$ cat config.mk
export PLATFORM = sky130hd
export DESIGN_NAME = level1_input_cond
export DESIGN_NICKNAME = d
export VERILOG_FILES = /design/src/rtl/level1_pkg.sv /design/src/rtl/level1_debounce.sv /design/src/rtl/level1_input_cond.sv
export SDC_FILE = /design/constraint.sdc
export NUM_CORES = 1
export LEC_CHECK = 0
export CORE_UTILIZATION = 25
export CTS_CLUSTER_SIZE = 30
export DETAILED_ROUTE_END_ITERATION = 10
export PLACE_DENSITY = 0.41
export SYNTH_ARGS = -nofsm -noshare
export SYNTH_HDL_FRONTEND = slang
export SYNTH_SLANG_ARGS = --single-unit
$ cat constraint.sdc
create_clock -name clk -period 3.75 [get_ports clk]
set_clock_uncertainty 0.15 [all_clocks]
set_input_delay 0.75 -clock clk [delete_from_list [all_inputs] [get_ports clk]]
set_output_delay 0.75 -clock clk [all_outputs]
set_load 0.01 [all_outputs]
$ cat src/rtl/level1_pkg.sv
// level1_pkg
//   Shared types and constants for the level-1 input conditioner.
//   - db_state_t    : debouncer FSM state (STABLE, PENDING)
//   - BIT_COUNT_W   : width of the optional shifted-bit counter
//   - PASSWORD_BITS : saturation limit of that counter (password length)
package level1_pkg;

  typedef enum logic {
    STABLE  = 1'b0,
    PENDING = 1'b1
  } db_state_t;

  localparam int BIT_COUNT_W   = 7;
  localparam int PASSWORD_BITS = 64;

endpackage

$ cat src/rtl/level1_debounce.sv
// level1_debounce
//   Two-flop synchroniser followed by a STABLE/PENDING debounce FSM for one
//   raw, asynchronous board input. A new synchronised level must persist for
//   DEBOUNCE_CYCLES+1 consecutive samples (PENDING entry plus DEBOUNCE_CYCLES
//   further matches) before it is accepted into lvl.
// Ports
//   clk      : system clock
//   rst      : asynchronous, active-high reset
//   raw      : raw input, asynchronous to clk
//   lvl      : accepted (debounced) level, registered
//   lvl_next : value lvl takes at the coming edge; lets a consumer capture a
//              newly accepted level on the very edge it is accepted
//   state    : debug view of the FSM state
module level1_debounce
  import level1_pkg::*;
#(
  parameter int DEBOUNCE_CYCLES = 250000
) (
  input  logic      clk,
  input  logic      rst,
  input  logic      raw,
  output logic      lvl,
  output logic      lvl_next,
  output db_state_t state
);

  localparam int CW = $clog2(DEBOUNCE_CYCLES + 1);
  localparam logic [CW-1:0] CNT_MAX = CW'(DEBOUNCE_CYCLES);

  logic          sync1;
  logic          sync2;
  db_state_t     state_next;
  logic [CW-1:0] cnt;
  logic [CW-1:0] cnt_next;

  // Synchroniser: sync2 is the first flop whose value is safe to use.
  always_ff @(posedge clk or posedge rst) begin
    if (rst) begin
      sync1 <= 1'b0;
      sync2 <= 1'b0;
    end else begin
      sync1 <= raw;
      sync2 <= sync1;
    end
  end

  always_ff @(posedge clk or posedge rst) begin
    if (rst) begin
      state <= STABLE;
      cnt   <= '0;
      lvl   <= 1'b0;
    end else begin
      state <= state_next;
      cnt   <= cnt_next;
      lvl   <= lvl_next;
    end
  end

  always_comb begin
    state_next = state;
    cnt_next   = cnt;
    lvl_next   = lvl;
    case (state)
      STABLE: begin
        if (sync2 != lvl) begin
          state_next = PENDING;
          cnt_next   = CW'(1);
        end else begin
          cnt_next = '0;
        end
      end
      PENDING: begin
        if (sync2 == lvl) begin
          // Bounce: the input went back before the hold time expired.
          state_next = STABLE;
          cnt_next   = '0;
        end else if (cnt == CNT_MAX) begin
          // Held long enough; clearing cnt here is what keeps it from wrapping.
          lvl_next   = sync2;
          state_next = STABLE;
          cnt_next   = '0;
        end else begin
          cnt_next = cnt + 1'b1;
        end
      end
      default: begin
        state_next = STABLE;
        cnt_next   = '0;
      end
    endcase
  end

endmodule

$ cat src/rtl/level1_input_cond.sv
// level1_input_cond
//   Input conditioner in front of the level-1 password shift register.
//   Debounces the shift button and data switch, and produces a glitch-free
//   shift level, a one-cycle shift strobe and a data bit that is frozen
//   while shift is high, so it is stable around every shift rising edge.
// Optional feature (macro LEVEL1_INPUT_COND_BIT_COUNTER_EN):
//   adds bit_count, a saturating count of accepted shift rises.
// Ports
//   clk       : system clock
//   rst       : asynchronous, active-high reset
//   shift_raw : raw shift button (asynchronous)
//   d_raw     : raw data switch (asynchronous)
//   shift_out : debounced shift level, registered
//   shift_stb : one-cycle pulse in the first cycle shift_out reads 1
//   d_out     : debounced data bit, held while shift is (or is becoming) high
//   bit_count : shifted-bit counter, saturates at PASSWORD_BITS (macro only)
module level1_input_cond
  import level1_pkg::*;
#(
  parameter int DEBOUNCE_CYCLES = 250000
) (
  input  logic                   clk,
  input  logic                   rst,
  input  logic                   shift_raw,
  input  logic                   d_raw,
  output logic                   shift_out,
  output logic                   shift_stb,
  output logic                   d_out
`ifdef LEVEL1_INPUT_COND_BIT_COUNTER_EN
  ,
  output logic [BIT_COUNT_W-1:0] bit_count
`endif
);

  logic      shift_lvl;
  logic      shift_lvl_next;
  db_state_t shift_state;
  logic      data_lvl;
  logic      data_lvl_next;
  db_state_t data_state;

  level1_debounce #(
    .DEBOUNCE_CYCLES(DEBOUNCE_CYCLES)
  ) u_shift_db (
    .clk      (clk),
    .rst      (rst),
    .raw      (shift_raw),
    .lvl      (shift_lvl),
    .lvl_next (shift_lvl_next),
    .state    (shift_state)
  );

  level1_debounce #(
    .DEBOUNCE_CYCLES(DEBOUNCE_CYCLES)
  ) u_data_db (
    .clk      (clk),
    .rst      (rst),
    .raw      (d_raw),
    .lvl      (data_lvl),
    .lvl_next (data_lvl_next),
    .state    (data_state)
  );

  // Debug-only and unneeded debouncer outputs, collected so they are consumed.
  logic unused_dbg;
  assign unused_dbg = ^{shift_lvl_next, shift_state, data_lvl, data_state};

  // shift_out lags the shift debouncer by one cycle; that extra cycle is what
  // gives d_out its setup time before the rising edge of shift_out.
  always_ff @(posedge clk or posedge rst) begin
    if (rst) begin
      shift_out <= 1'b0;
      shift_stb <= 1'b0;
    end else begin
      shift_out <= shift_lvl;
      shift_stb <= shift_lvl & ~shift_out;
    end
  end

  // d_out follows the data debouncer only while shift is fully low. It loads
  // data_lvl_next rather than data_lvl so that a data change accepted on the
  // same edge as a shift rise is still captured before the freeze begins.
  always_ff @(posedge clk or posedge rst) begin
    if (rst) begin
      d_out <= 1'b0;
    end else if (!shift_out && !shift_lvl) begin
      d_out <= data_lvl_next;
    end
  end

`ifdef LEVEL1_INPUT_COND_BIT_COUNTER_EN
  localparam logic [BIT_COUNT_W-1:0] BIT_COUNT_MAX = BIT_COUNT_W'(PASSWORD_BITS);

  always_ff @(posedge clk or posedge rst) begin
    if (rst) begin
      bit_count <= '0;
    end else if (shift_stb && (bit_count != BIT_COUNT_MAX)) begin
      bit_count <= bit_count + 1'b1;
    end
  end
`endif

endmodule
; ---- Word level (Yosys, flattened, before mapping)
; Index checks and enable logic that the tools add are counted.
[totals]
reg_bits = 47
in_bits = 4
output_inout_bits = 3
wordCells = 49
[op_classes]
addsub = 2
eq_ne = 6
muxes = 19
bitwise = 5
n_reduce_logical = 4
[op_table]
columns = op, n
row1 = $mux 18, 4
row2 = $pmux 18 s2, 2
row3 = $add 18x1->18 const B, 2
row4 = $eq 18x18->1 const B, 2
row5 = $mux 1, 11
row6 = $not 1->1, 4
row7 = $pmux 1 s2, 2
row8 = $reduce_and 3->1, 1
row9 = $eq 1x1->1, 2
row10 = $logic_not 1->1, 2
row11 = $ne 1x1->1, 2
row12 = $and 1x1->1, 1
row13 = $logic_and 1x1->1, 1

; ---- Logic depth before layout (Yosys ltp)
; Gate-level depths: netlist of run 1.
[logic_depth]
depth_word = 4
mapped_depth = 7
mapped_depth_nobuf = 6

; ---- By module
; From an unflattened synthesis of run 1, not the netlist that was laid out.
[unflattened]
hier_cells = 225
area_unflattened_um2 = 2257.2
[modules_own_cells]
columns = module, instances, cells_each, area_each_um2, seq_area_each_um2
row1 = level1_debounce, 2, 109, 1077.3, 550.5
row2 = level1_input_cond, 1, 7, 102.6, 75.1

; ---- Least setup slack after synthesis of run 1
; Ideal clock, no wire load.
[synth_path]
path_kind = register to register
startpoint = reg u_shift_db.cnt[0]
endpoint = reg u_shift_db.cnt[10]
t_arrival_ps = 1777
required_ps = 3468
path_slack_ps = 1691
stages_incl_launch_ff = 8
n_path_buf = 1
period_less_slack_ps = 2059
path_cell_list = dfrtp_1 > inv_1 > ha_1 > nor4bb_1 > nand4_1 > o211ai_1 > clkbuf_1 > nor2_1
[synth_via]
elab_chain_cells = 4
[synth_lines]
columns = element, line_no
row1 = from (decl), level1_debounce.sv:33  ; logic [CW-1:0] cnt;
row2 = from (signal assigned), level1_debounce.sv:54  ; cnt <= cnt_next;
row3 = $add 18x1->18 or $eq 18x18->1 (tied branches), "level1_debounce.sv:83, level1_debounce.sv:77"
row4 = $mux 18 (*), level1_debounce.sv:77  ; end else if (cnt == CNT_MAX) begin
row5 = $mux 18 (*), level1_debounce.sv:73  ; if (sync2 == lvl) begin
row6 = $pmux 18 s2 (*), level1_debounce.sv:63  ; case (state)
row7 = net u_shift_db.cnt_next[10], level1_debounce.sv:34  ; logic [CW-1:0] cnt_next;
; Mark *: on every way through the listed nets, which the timed path passes. The rest lies on a longest branch.
; A chain may end at the register's enable or synchronous reset.

; ---- Worst setup path in the final report of run 1
[layout_path]
startpoint = reg u_shift_db.cnt[0]
endpoint = reg u_shift_db.cnt[16]
; The elaborated chain is that of the path after synthesis.

==> flow_summary_export.csv, run 1 <==
group,metric,value,unit
logic_synthesis,yosysUniqueCellTypes,38,
setup_path,reg2reg_depth,5,
die,core-area,8680,um2
route,drc_errors,0,
place,place.gp.congestion,0.662,
logic_synthesis,yosysSeqAreaShare,0.528,
setup_path,worstSetupStartpointType,"register",
setup_path,endpoint_kind,"register",
sta,setup_tns,0,ns
power,intPower,657,uW
final_layout,syn_to_final_growth,12.1,%
die,io_pins,7,
clock_tree,clock_sinks,47,
route,via_count,1569,
clock_tree,clock_latency,0.31,ns
min_path,hp-class,"reg -> reg",
clock_tree,htree_levels,2,
min_path,whs_endpoint,"u_data_db.sync2",
route,vias_per_cell,4.67,
final_layout,fin_nets,235,
global_routing,antenna_found_initial,0,
final_layout,fin_util,0.287,
power,combPwrFrac,0.038,
clock_tree,numCtsBuffers,5,
sta,finalHoldWorstSlack,0.206,ns
setup_path,worstPathArrival,2.32,ns
sta,rsz0062_at_grt,"no",
logic_synthesis,syn-num-nets,228,
power,ir_drop,0.000138,V
logic_synthesis,yosys.area.top_type,"dfrtp_1",
place,place_hpwl,2940,um
final_layout,drive_above_1_share,0.0702,
power,power.density,348,nW/um2
setup_path,path_max_fanout,5,
logic_synthesis,synth_edf_count,0,
route,drt-total-wl,4280,um
clock_tree,cts.path.max_buffers,2,
min_path,hp-start,"u_data_db.sync1",
sta,worst_slew_pin_slew,0.607,ns
place,dp.cells,328,
global_routing,grt_usage,0.109,
job,drv_cap,0,
logic_synthesis,netlist_top_cells_count,"47 x dfrtp_1, 27 x nor2_1, 13 x inv_1, 13 x xor2_1, 12 x nand2_1",
sta,finalCritPeriodShare,0.596,
clock_tree,cts_resized,0,
logic_synthesis,yosysTopAreaCellShare,0.528,
power,p_seq_frac,0.596,
logic_synthesis,yosysWarnings,0,
clock_tree,cts_hold_buf,0,
route,ant_nets,0,
global_routing,grt_max_degree,33,
die,initial_core_util,0.256,
clock_tree,clk_pin_slew,0.10,ns
sta,slew_headroom,0.592,
setup_path,rrSetupSlack,1.52,ns
die,design.die.area,9290,um2
logic_synthesis,yosysMostFrequentCell,"dfrtp_1",
logic_synthesis,ys_ff_latch,47,
die,die_w,96.4,um
final_layout,antenna_cells,0,
setup_path,criticalPathCategory,"reg -> reg",
route,drt_pass1_iterations,4,
clock_tree,cts_setup_buffers,0,
logic_synthesis,async_flop_share,1.00,
logic_synthesis,synth_ff_type,"dfrtp_1",
power,swShare,0.244,
sta,setup_violations,0,
logic_synthesis,netlist_instances,220,
global_routing,grt_pass1_wl,7600,um
route,wl_per_cell,12.7,um
die,rows,34,
place,port_buffers,6,
route,drtIter0Drc,84,
power,pwr-share-clk,0.366,
sta,slew_violations,0,
clock_tree,cts_root_buffer,"clkbuf_8",
sta,hold_violations,0,
setup_path,r2r_end,"u_shift_db.cnt[16]",
power,p_leak,0.000969,uW
setup_path,rr_startpoint,"u_shift_db.cnt[0]",
global_routing,overflow,0,
power,power_switching,212,uW
logic_synthesis,synth.top_cells.by_area,"dfrtp_1 53%, xor2_1 5.1%, nor2_1 4.6%",
logic_synthesis,synth_area,2230,um2
sta,min_period,2.23,ns
clock_tree,cts_tree,"done",
min_path,min_path_cells,0,
global_routing,grt_pass1_vias,1521,
setup_path,required,3.84,ns
logic_synthesis,syn_avg_cell_area,10.1,um2
final_layout,fin_cells,336,
sta,fmax,448,MHz
run_status,status,"complete, no violations",
die,die_h,96.4,um
[flip-flops by register name, indices dropped and copies added (netlist names)]
| name | cells |
|---|---|
| u_data_db.cnt | 18 |
| u_shift_db.cnt | 18 |
| d_out | 1 |
| shift_out | 1 |
| shift_stb | 1 |
| u_data_db.lvl | 1 |
| u_data_db.state | 1 |
| u_data_db.sync1 | 1 |
| u_data_db.sync2 | 1 |
| u_shift_db.lvl | 1 |
| u_shift_db.state | 1 |
| u_shift_db.sync1 | 1 |
| u_shift_db.sync2 | 1 |
[layer usage]
layer / vias to the layer above / routed length [um] / GRT usage / share of wire
met1: 755 / 2200 / 0.157 / 0.51
met5: - / 0 / 0 / 0
met3: 7 / 118 / 0.0261 / 0.028
met4: 0 / 70 / 0.0404 / 0.016
li1: 783 / - / - / -
met2: 24 / 1890 / 0.155 / 0.44
[worst max-delay path, stage by stage (launching register included)]
cell and delay [ns]:
dfrtp_1 0.42, ha_1 0.23, nand4_1 0.22, or3_2 0.51
or4_1 0.49, a21oi_1 0.15
[power groups by stage]
stage          clock network, uW  logic (uW)  registers, uW
2_1_floorplan                  0        22.7            527
3_3_place_gp                   0        34.7            528
3_5_place_dp                   0        35.0            528
4_1_cts                      339        35.1            518
5_1_grt                      357        39.0            519
6_report                     319        32.8            518
[stage by stage]
stage          setup WS, ns  instance area (um2)  power, uW
3_3_place_gp           1.51                 2400        563
2_1_floorplan          1.69                 2230        549
3_5_place_dp           1.50                 2400        563
4_1_cts                1.48                 2490        892
6_report               1.52                 2490        869
5_1_grt                1.32                 2490        915
[worst max path at each step]
stage                            from            endpoint  cells past startpoint
floorplan           u_shift_db.cnt[0]  u_shift_db.cnt[10]                      7
global placement    u_shift_db.cnt[0]  u_shift_db.cnt[16]                      5
detailed placement  u_shift_db.cnt[0]  u_shift_db.cnt[16]                      5
CTS                 u_shift_db.cnt[0]  u_shift_db.cnt[16]                      5
global route        u_shift_db.cnt[0]  u_shift_db.cnt[16]                      5
finish              u_shift_db.cnt[0]  u_shift_db.cnt[16]                      5
[cells by family (layout without fill, tap and decap cells)]
family	Yosys count	after routing	synth area share
and+or+nand+nor	94	94	0.232
muxes	1	1	0.00506
DFF	47	47	0.528
buffers and inverters	21	29	0.0365
adders and majority gates	4	4	0.0225
xor gates and xnor gates	24	24	0.0944
AOI/OAI and AO/OA	29	29	0.0815
[cell type report]
class	instances	area, um2
Multi-Input combinational cell	152	968
Fill cell	945	6180
Clock buffer	5	68.8
Tap cell	108	135
Sequential cell	47	1180
Timing Repair Buffer	8	75.1
Clock inverter	3	22.5
Inverter	13	48.8
[layout by cell type, fill, tap and decap left out, types with 6 or more instances in the layout]
master | netlist | final
dfrtp_1 | 47 | 47
nor2_1 | 27 | 27
xor2_1 | 13 | 13
inv_1 | 13 | 12
nand2_1 | 12 | 12
nand3_1 | 11 | 11
xnor2_1 | 11 | 11
a21oi_1 | 10 | 10
nand4_1 | 9 | 9
o21ai_0 | 6 | 6
or3_1 | 6 | 6
clkdlybuf4s50_1 | 0 | 6
(Power assumes the default switching activity.)
==> run 2, diff against run 1 <==
--- a/config.mk
+++ b/config.mk
@@ -8,7 +8,7 @@
 export CORE_UTILIZATION = 25
 export CTS_CLUSTER_SIZE = 30
 export DETAILED_ROUTE_END_ITERATION = 10
-export PLACE_DENSITY = 0.41
+export PLACE_DENSITY = 0.43
 export SYNTH_ARGS = -nofsm -noshare
 export SYNTH_HDL_FRONTEND = slang
 export SYNTH_SLANG_ARGS = --single-unit
==> constraint.sdc (replaced) <==
create_clock -name clk -period 1.8 [get_ports clk]
set_clock_uncertainty 0.15 [all_clocks]
set_input_delay 0.36 -clock clk [delete_from_list [all_inputs] [get_ports clk]]
set_output_delay 0.36 -clock clk [all_outputs]
set_load 0.01 [all_outputs]
==> flow_summary_export.csv, run 2 (synthesis results as in run 1) <==
group,metric,value,unit
power,pwr-share-clk,0.363,
power,p_seq_frac,0.580,
sta,hold_violations,0,
setup_path,path_max_fanout,4,
sta,finalCritPeriodShare,1.07,
final_layout,design_area,2940,um2
clock_tree,htree_levels,2,
route,wl_per_cell,12.7,um
job,drv_cap,0,
power,p_leak,0.00121,uW
die,io_pins,7,
place,place.gp.congestion,0.727,
clock_tree,cts_tree,"done",
setup_path,criticalPathCategory,"reg -> reg",
final_layout,final_cell_mix,"45 x dfrtp_1, 37 x buf_4, 27 x nor2_1",
global_routing,grt_pass1_wl,8200,um
die,rows,34,
route,ant_nets,0,
die,core-area,8680,um2
die,die_w,96.4,um
route,vias_per_cell,4.63,
final_layout,multi_input_area,1050,um2
power,intPower,1390,uW
route,via_count,1737,
global_routing,grt_usage,0.116,
clock_tree,cts.path.max_buffers,2,
global_routing,grt_max_degree,20,
global_routing,grt_pass1_vias,1734,
clock_tree,clock_sinks,47,
setup_path,worstPathArrival,2.01,ns
place,place_area,2700,um2
sta,setup_tns,-0.232,ns
setup_path,required,1.89,ns
final_layout,seq_area,1180,um2
run_status,status,"finished with violations",
final_layout,top_regs,"u_data_db.cnt: 18 flops, u_shift_db.cnt: 18 flops",
sta,layout_setup_ws,-0.121,ns
route,drt_pass1_iterations,4,
power,ir_drop,0.000248,V
power,combPwrFrac,0.057,
clock_tree,cts_root_buffer,"clkbuf_8",
clock_tree,numCtsBuffers,5,
setup_path,crit_start,"u_shift_db.cnt[1]",
power,power.density,633,nW/um2
route,drt-total-wl,4770,um
final_layout,fin_nets,274,
sta,fmax,521,MHz
clock_tree,clk_pin_slew,0.09,ns
place,port_buffers,6,
run_status,violations,"negative setup slack",
global_routing,overflow,0,
sta,worst_slew_pin_slew,0.349,ns
sta,rsz0062_at_grt,"yes",
min_path,hp-class,"in -> async",
final_layout,syn_to_final_growth,31.9,%
route,drtIter0Drc,53,
place,place_hpwl,3340,um
clock_tree,clock_latency,0.31,ns
setup_path,endpoint_kind,"register",
power,swShare,0.249,
sta,min_period,1.92,ns
die,initial_core_util,0.256,
sta,finalHoldWorstSlack,0.174,ns
sta,slew_headroom,0.767,
global_routing,antenna_found_initial,0,
die,die_h,96.4,um
sta,slew_violations,0,
sta,setup_violations,5,
final_layout,antenna_cells,0,
final_layout,final_common_cell,"dfrtp_1",
setup_path,worstSetupStartpointType,"register",
die,design.die.area,9290,um2
final_layout,drive_above_1_share,0.266,
setup_path,rr_startpoint,"u_shift_db.cnt[1]",
power,power_switching,462,uW
route,drc_errors,0,
clock_tree,cts_hold_buf,0,
final_layout,fillerInstances,910,
## run 2: cell count changes in the layout (fill, tap and decap cells not counted), moves of 2 or more
cell / before / now
a21oi_1: 10 / 8
buf_12: 0 / 3
dfrtp_1: 47 / 45
or4_1: 5 / 3
clkinvlp_4: 0 / 2
buf_4: 2 / 37
and4_1: 4 / 2
or4_4: 0 / 2
a21oi_2: 0 / 2
dfrtp_2: 0 / 2
## run 2: cell type report
type | instances | share of cell area
timing repair buffer | 47 | 0.145
tap | 108 | 0.0460
clock inverter | 3 | 0.00810
multi-input combinational | 152 | 0.359
sequential | 47 | 0.402
clock buffer | 5 | 0.0234
inverter | 13 | 0.0166
## run 2: timing repair
action                     4_1_cts  5_1_grt
setup buffers                    2        3
pin swaps                        8        6
setup endpoints to repair       27       37
gates cloned                     1        1
resized for setup               12       11
## run 2: metal layers
metal	vias up	wire length [um]	global-route usage
met4	0	67	0.0368
met1	845	2310	0.145
li1	867	-	-
met3	7	113	0.0261
met2	18	2270	0.199
met5	-	0	0
## run 2: worst max-delay path, cell delays in order (launching register included)
cell and delay [ns]:
dfrtp_1 0.41, ha_2 0.20, nand4_1 0.12, or3_4 0.36, or4_4 0.48, a21oi_2 0.13
## run 2: power groups by stage
stage | Clock, uW | Sequential [uW] | Combinational [uW]
5_1_grt | 740 | 1080 | 120
4_1_cts | 705 | 1080 | 100
6_report | 674 | 1080 | 105
3_5_place_dp | 0 | 1100 | 95.4
2_1_floorplan | 0 | 1100 | 48.5
3_3_place_gp | 0 | 1100 | 95.8
## run 2: path summary, 6_finish.rpt
check                                endpoint  slack, ns  depth (start not counted)
setup / recovery           u_shift_db.cnt[16]      -0.12                          5
hold / removal              u_shift_db.cnt[4]       0.17                          2
setup reg to reg           u_shift_db.cnt[16]      -0.12                          5
hold reg to reg              u_shift_db.sync2       0.21                          0
max in group asynchronous    u_data_db.cnt[6]       0.90                          3
min in group clk             u_shift_db.sync2       0.21                          0
## run 2: metrics by stage
step,power [uW],util,setup slack (ns),cells
after floorplan,1150,-,-0.119,220
after global placement,1190,0.311,-0.226,361
after detailed placement,1190,0.311,-0.223,361
after CTS,1880,0.328,-0.152,371
after global routing,1940,0.338,-0.222,375
final,1860,0.338,-0.121,375
